===== config.mk =====
export PLATFORM = sky130hd
export DESIGN_NAME = rgb_fade_sequencer
export DESIGN_NICKNAME = d
export VERILOG_FILES = /design/src/rtl/rgb_fade_sequencer.sv
export SDC_FILE = /design/constraint.sdc
export NUM_CORES = 1
export LEC_CHECK = 0
export BUFFER_PORTS_ARGS = -buffer_cell sky130_fd_sc_hd__clkbuf_2
export CORE_MARGIN = 5
export CORE_UTILIZATION = 29
export DETAILED_ROUTE_END_ITERATION = 7
export PLACE_DENSITY = 0.44
export SETUP_SLACK_MARGIN = 0.1
export SYNTH_ARGS = -nofsm -noshare
export SYNTH_HDL_FRONTEND = slang
export SYNTH_HIERARCHICAL = 1
export SYNTH_SLANG_ARGS = --single-unit

===== constraint.sdc =====
create_clock -name clk -period 3.4 [get_ports clk]
set_input_delay 0.68 -clock clk [delete_from_list [all_inputs] [get_ports clk]]
set_output_delay 0.68 -clock clk [all_outputs]
set_load 0.005 [all_outputs]

===== src/rtl/rgb_fade_sequencer.sv =====
// rgb_fade_sequencer
//   Accepts one colour command at a time, ramps the three PWM duties one
//   step per fade tick toward the target, holds for cmd_hold ticks, then
//   returns to idle. LEDs keep showing the last colour while idle.
// Ports:
//   clk, rst        clock, asynchronous active-low reset
//   cmd_valid/ready command handshake (ready only in IDLE)
//   cmd_rgb         target colour {r,g,b}, r in MSBs
//   cmd_hold        hold time in ticks once the target is reached
//   led_r/g/b       registered PWM outputs, active high
//   busy            FSM not in IDLE
//   cur_rgb         live (unshadowed) duty {r,g,b}

// Per-channel duty: target/current value, PWM shadow and LED register.
module rgb_fade_channel #(
    parameter int PWM_BITS = 8
) (
    input  logic                clk,
    input  logic                rst,
    input  logic                load,
    input  logic [PWM_BITS-1:0] load_val,
    input  logic                step,
    input  logic [PWM_BITS-1:0] pwm_cnt,
    input  logic                pwm_wrap,
    output logic [PWM_BITS-1:0] cur,
    output logic                at_tgt,
    output logic                led
);
    logic [PWM_BITS-1:0] target;
    logic [PWM_BITS-1:0] shadow;

    assign at_tgt = (cur == target);

    always_ff @(posedge clk or negedge rst) begin
        if (!rst) begin
            target <= '0;
            cur    <= '0;
            shadow <= '0;
            led    <= 1'b0;
        end else begin
            if (load)
                target <= load_val;
            // Moving only toward target makes over/underflow impossible.
            if (step) begin
                if (cur < target)
                    cur <= cur + PWM_BITS'(1);
                else if (cur > target)
                    cur <= cur - PWM_BITS'(1);
            end
            // Reload on the last count so a new duty starts cleanly at count 0.
            if (pwm_wrap)
                shadow <= cur;
            led <= (pwm_cnt < shadow);
        end
    end
endmodule

module rgb_fade_sequencer #(
    parameter int PWM_BITS = 8,
    parameter int TICK_DIV = 4096
) (
    input  logic                  clk,
    input  logic                  rst,
    input  logic                  cmd_valid,
    output logic                  cmd_ready,
    input  logic [3*PWM_BITS-1:0] cmd_rgb,
    input  logic [7:0]            cmd_hold,
    output logic                  led_r,
    output logic                  led_g,
    output logic                  led_b,
    output logic                  busy,
    output logic [3*PWM_BITS-1:0] cur_rgb
);
    localparam int NUM_CH = 3;
    localparam int TW     = (TICK_DIV > 1) ? $clog2(TICK_DIV) : 1;
    localparam logic [TW-1:0] TICK_MAX = TW'(TICK_DIV - 1);

    typedef enum logic [1:0] {IDLE, FADE, HOLD} state_t;

    state_t                              state, state_nxt;
    logic [PWM_BITS-1:0]                 pwm_cnt;
    logic [TW-1:0]                       tick_cnt;
    logic [7:0]                          hold_cnt;
    logic                                tick, accept, all_at, step;
    logic [NUM_CH-1:0][PWM_BITS-1:0]     tgt_ch, cur_ch;
    logic [NUM_CH-1:0]                   at_ch, led_ch;

    assign tgt_ch  = cmd_rgb;
    assign cur_rgb = cur_ch;
    assign led_r   = led_ch[2];
    assign led_g   = led_ch[1];
    assign led_b   = led_ch[0];

    assign tick   = (tick_cnt == TICK_MAX);
    assign accept = cmd_valid && cmd_ready;
    assign all_at = &at_ch;
    // Completion wins over a coincident tick, so the last step is followed
    // by one FADE cycle that observes cur==target.
    assign step   = (state == FADE) && tick && !all_at;

    genvar ch;
    generate
        for (ch = 0; ch < NUM_CH; ch++) begin : g_ch
            rgb_fade_channel #(.PWM_BITS(PWM_BITS)) u_ch (
                .clk      (clk),
                .rst      (rst),
                .load     (accept),
                .load_val (tgt_ch[ch]),
                .step     (step),
                .pwm_cnt  (pwm_cnt),
                .pwm_wrap (&pwm_cnt),
                .cur      (cur_ch[ch]),
                .at_tgt   (at_ch[ch]),
                .led      (led_ch[ch])
            );
        end
    endgenerate

    always_ff @(posedge clk or negedge rst) begin
        if (!rst) begin
            state    <= IDLE;
            pwm_cnt  <= '0;
            tick_cnt <= '0;
            hold_cnt <= '0;
        end else begin
            state   <= state_nxt;
            pwm_cnt <= pwm_cnt + PWM_BITS'(1);
            // Restart on accept so the first tick is a full TICK_DIV away.
            if (accept || tick)
                tick_cnt <= '0;
            else
                tick_cnt <= tick_cnt + TW'(1);
            if (accept)
                hold_cnt <= cmd_hold;
            else if (state == HOLD && tick && hold_cnt != 8'd0)
                hold_cnt <= hold_cnt - 8'd1;
        end
    end

    always_comb begin
        state_nxt = state;
        cmd_ready = 1'b0;
        busy      = 1'b1;
        case (state)
            IDLE: begin
                cmd_ready = 1'b1;
                busy      = 1'b0;
                if (cmd_valid)
                    state_nxt = FADE;
            end
            FADE: if (all_at) state_nxt = HOLD;
            HOLD: if (hold_cnt == 8'd0) state_nxt = IDLE;
            default: state_nxt = IDLE;
        endcase
    end
endmodule


* Word-level counts from Yosys, hierarchy flattened *
Cells that the tools add are included.

word-level totals
  bits of input ports = 35
  register bits = 105
  output and inout bits = 29
  word-level logic and storage cells = 78

operators by class
  add/sub/neg operators = 9
  reduce and logical (&&, ||, !) cells = 20
  muxes and demuxes = 15
  magnitude comparators = 9
  equal/unequal tests = 9

operators by type and width
  cell                                                   number
  two-way mux 8 bit                                      8
  < comparator 8 bit                                     6
  adder 8 x 1 -> 8 bit, second input constant            4
  subtractor 8 x 1 -> 8 bit, second input constant       4
  equality test 8 bit                                    3
  > comparator 8 bit                                     3
  adder 12 x 1 -> 12 bit, second input constant          1
  equality test 12 bit, second input constant            1
  two-way mux 12 bit                                     1
  zero test 8 bit                                        1
  AND reduction 8 bit                                    1
  nonzero test 2 bit                                     4
  nonzero test 8 bit                                     1
  two-way mux 2 bit                                      3
  case mux 2 bit (3 select lines)                        1
  AND reduction 2 bit                                    3
  AND reduction 3 bit                                    2
  logical AND 1 bit                                      5
  inequality test 2 bit, second input constant           2
  equality test 2 x 1 -> 1 bit, second input constant    1
  equality test 2 bit, second input constant             1
  zero test 2 bit                                        1
  two-way mux 1 bit                                      2
  inequality test 2 x 1 -> 1 bit, second input constant  1
  2 further kinds                                        2

* Longest topological paths before layout *
  depth after elaboration = 5
  mapped depth = 13
  depth with buffers taken out = 13

* Modules after synthesis *
Netlist, hierarchy kept.

modules (own cells, without submodules)
  module              area an instance (um^2)  instances  seq. area each (um^2)  cells an instance
  rgb_fade_channel    1,534.0                  3          625.6                  159
  rgb_fade_sequencer  1,552.7                  1          750.7                  158

* Least setup slack after synthesis *
No wires, ideal clock.

  path type = flip-flop to flip-flop
  from = register tick_cnt[0]
  to = register g_ch[0].u_ch.cur[1]
  path buffers = 1
  arrival time = 2.656 ns
  slack = 0.616 ns
  stages on the path, launching flop included = 9
  required time = 3.273 ns
  cells stage by stage = dfrtp_1 ha_1 nand4_4 or3_4 buf_6 nor4b_1 nor2b_1 a31o_4 mux2_1

between the ends
  word-level cells in the longest chain between the ends = 4

ends and longest elaborated chain
  item                                  line  source
  start, declared                       82    logic [TW-1:0] tick_cnt;
  start signal, assigned                132   tick_cnt <= tick_cnt + TW'(1);
  equality test 12 bit                  94    assign tick = (tick_cnt == TICK_MAX);
  logical AND 1 bit (2 in series)       99    assign step = (state == FADE) && tick && !all_at;
  named net step                        84    logic tick, accept, all_at, step;
  AND reduction 2 bit (no source line)  n/a
  end signal, assigned                  46    cur <= cur + PWM_BITS'(1);
  end signal, assigned                  48    cur <= cur - PWM_BITS'(1);
  end, declared                         25    output logic [PWM_BITS-1:0] cur,

The timed path passes the listed nets, and every way through them passes these cells.
A chain may end at the register's enable or synchronous reset.

* Worst setup path in the final report *
  from = register g_ch[0].u_ch.cur[5]
  to = register g_ch[0].u_ch.cur[6]

between the ends
  word-level cells in the longest chain between the ends = 5
  elaborated cells on any way between the ends = 12
  those cells by class = add/sub: 2; order compare: 2; eq/ne: 1; mux: 2; reduce/logical: 5

ends and longest elaborated chain
  item
  parallel branches: the longest is 5 deep, another holds subtractor 8 x 1 -> 8 bit

Parallel ways; which one is timed is not known. The select of a mux whose other input is x is not followed.

==> results.py <==
metrics = {
    "cts": {
        "cts_tree": "yes",
        "cts_made_buffers": 9,
        "insertion_delay_ps": 350,
        "cts_resized": 0,
        "post_cts_buffers": 0,
        "cts_hold_buffers": 0,
        "cts.clk_slew.worst_paths_ps": 70,
        "clockBufferDepth": 2,
        "clkSinkCount": 105,
        "cts_max_level": 3,
        "root_buffer": "clkbuf_16",
    },
    "final_layout": {
        "fin_cells": 996,
        "areaGrowthSynthToFinish_pct": 17.4,
        "n_antenna_cell": 0,
        "nets": 821,
        "layout-drive-gt1-share_pct": 17.9,
        "final_util_pct": 34.5,
        "n_fill_cell": 2210,
        "stdcell_area_sq_um": 7230,
    },
    "floorplanning": {
        "die_y_microns": 156,
        "rows": 53,
        "initial_core_util_pct": 29.4,
        "fp.coreArea_sq_um": 21000,
        "dieArea_sq_um": 24200,
        "num_io_pins": 64,
        "die_w_microns": 156,
    },
    "synth": {
        "syn_inst": 635,
        "synth_cell_types": 50,
        "synth-compound-area-share_pct": 16.4,
        "synth-xor-area-share_pct": 4.98,
        "ys_ff_latch": 105,
        "netlist.area_leader.share_pct": 42.7,
        "synth.avg_cell_area_sq_um": 9.69,
        "synth_area_sq_um": 6150,
        "synth_top_family_by_area": "compound AO/OA/AOI/OAI gates",
        "synth_flop_cell": "dfrtp_1",
        "synth.most_common_cell": "dfrtp_1",
        "seq_area_frac_synth_pct": 42.7,
        "synth_edf_count": 0,
        "ys_warn_count": 6,
        "synthAdderAreaFrac_pct": 14.6,
        "synth.net_count": 740,
        "netlist_top_cells_count": "dfrtp_1 (105), ha_1 (67), nand2_1 (66)",
        "synth_mux_area_share_pct": 2.56,
        "yosys.area.top_type": "dfrtp_1",
        "yosys.area_share.simple_pct": 14.0,
        "synthArstFlopShare_pct": 100,
        "synth.top_cells.by_area": "dfrtp_1 (43%), ha_1 (14%), o21ai_0 (5.0%)",
    },
    "timing": {
        "slew_headroom_pct": 50.6,
        "setup_viol": 0,
        "hold_viol": 0,
        "worst_pin_slew_ps": 737,
        "fin_skew_ps": 5.26,
        "min_period_ps": 3040,
        "slew_violations": 0,
        "max_freq_mhz": 328,
        "setup_tns_ps": 0,
        "fin_crit_sh_pct": 89.6,
        "rsz0062_at_grt": "no",
    },
    "power_and_ir_drop": {
        "powerDensity_nw_per_um2": 397,
        "vdd_ir_drop_max_uv": 212,
        "power_leakage_nw": 3.50,
    },
    "critical_path": {
        "r2r-start": "g_ch[0].u_ch/cur[5]",
        "cp_max_fo": 7,
        "worstSetupPathType": "reg -> reg",
        "worstPathRequired_ps": 3640,
        "r2r_cells": 12,
        "rrSetupSlack_ps": 360,
        "cp.arrival_ps": 3280,
        "r2r_end": "g_ch[0].u_ch/cur[6]",
        "crit_path_end_kind": "register",
        "cp-start-kind": "register",
    },
    "placement": {
        "portBuffers": 63,
        "hpwl_mm": 10.7,
        "placed_cells": 980,
        "place_congestion": 0.802,
        "place_area_sq_um": 6900,
    },
    "grt": {
        "grt_overflow": 0,
        "grt_max_degree": 58,
        "grt_usage_pct": 12.4,
        "antenna_found_initial": 0,
        "grt_pass1_wl_mm": 24.3,
        "grt_pass1_vias": 4797,
    },
    "routing": {
        "detail_route.wl_per_cell_microns": 14.4,
        "drtIter0Drc": 173,
        "vias": 4646,
        "drc": 0,
        "routed_wl_mm": 14.3,
        "drtPass1Iterations": 4,
        "via_per_inst": 4.66,
        "ant_nets": 0,
    },
    "worst_hold_path": {
        "holdCritPathClass": "in -> async",
    },
    "job": {
        "drv_cap": 0,
    },
    "run_status": {
        "status": "complete, no violations",
    },
}
==> final cells by class <==
cell class	count	area [sq um]	area share (%)
multi-input cells	461	3240	44.8
flip-flops and latches	105	2630	36.4
repair buffers	82	473	6.54
well taps	275	344	4.76
clock buffers	12	256	3.55
inverters	57	214	2.96
clock inverters	4	75.1	1.04
==> critical path, stage by stage, from the launching register on <==
cell and delay [ps]:
dfrtp_1 440, ha_1 340, a21oi_1 140, nor2_1 70, a211oi_2 270, nand2_1 270, fa_1 470, a21o_1 190
a21oi_2 170, o21bai_1 100, a21oi_2 150, xnor2_1 80, mux2_4 250
==> flip-flops by register name, indices dropped and copies added (netlist names) <==
| register | flops |
|---|---|
| state | 2 |
| g_ch.u_ch/cur | 24 |
| tick_cnt | 12 |
| hold_cnt | 8 |
| g_ch.u_ch/led | 3 |
| g_ch.u_ch/shadow | 24 |
| pwm_cnt | 8 |
| g_ch.u_ch/target | 24 |
==> cell families (layout without fill, tap and decap cells) <==
| family | Yosys count | after routing |
|---|---|---|
| compound gates | 160 | 160 |
| simple gates | 183 | 183 |
| buf+inv | 69 | 155 |
| mux | 13 | 13 |
| xor+xnor | 35 | 35 |
| flops | 105 | 105 |
| fa+ha+maj | 70 | 70 |
==> worst max-delay path by stage <==
stage          depth (start not counted)  slack [ps]                  end                 from
6_report                              12         360  g_ch[0].u_ch/cur[6]  g_ch[0].u_ch/cur[5]
5_1_grt                               12         110  g_ch[0].u_ch/cur[7]  g_ch[0].u_ch/cur[5]
4_1_cts                               12         340  g_ch[0].u_ch/cur[6]  g_ch[0].u_ch/cur[5]
3_5_place_dp                          12         370  g_ch[0].u_ch/cur[6]  g_ch[0].u_ch/cur[5]
3_3_place_gp                          12         460  g_ch[0].u_ch/cur[6]  g_ch[0].u_ch/cur[5]
2_1_floorplan                          8         620  g_ch[0].u_ch/cur[1]          tick_cnt[0]
==> per-layer routing <==
metal	vias to the layer above	global-route usage, %	share of wire (%)
met5	-	0	0
met2	73	20.0	46
met1	2213	16.7	49
met3	7	3.66	4.1
met4	0	2.42	0.77
li1	2353	-	-
==> layout by cell type (no fill, tap or decap), drive strengths merged, types with 7 or more instances in the layout <==
cell	instances
a211oi	7
buf	20
inv	57
xor2	10
nand2	66
dfrtp	105
nor2	55
o21ai	66
xnor2	25
nand3	11
nand4	11
clkbuf	74
ha	67
nand2b	7
o21a	7
a21oi	42
mux2	13
a21o	15
==> stage by stage <==
stage	setup WS (ps)	hold WS, ps	total power, mW
2_1_floorplan	616	384	1.62
3_3_place_gp	465	486	1.73
3_5_place_dp	372	485	1.74
4_1_cts	343	379	2.93
5_1_grt	106	410	3.03
6_report	355	363	2.87
==> power by group <==
part / leakage (nW) / total (mW) / internal [mW] / switching, mW
sequential: 1.36 / 1.41 / 1.34 / 0.0741
combinational: 1.98 / 0.294 / 0.126 / 0.168
clock: 0.155 / 1.16 / 0.687 / 0.478
No activity file was read; power rests on OpenSTA's default activity.
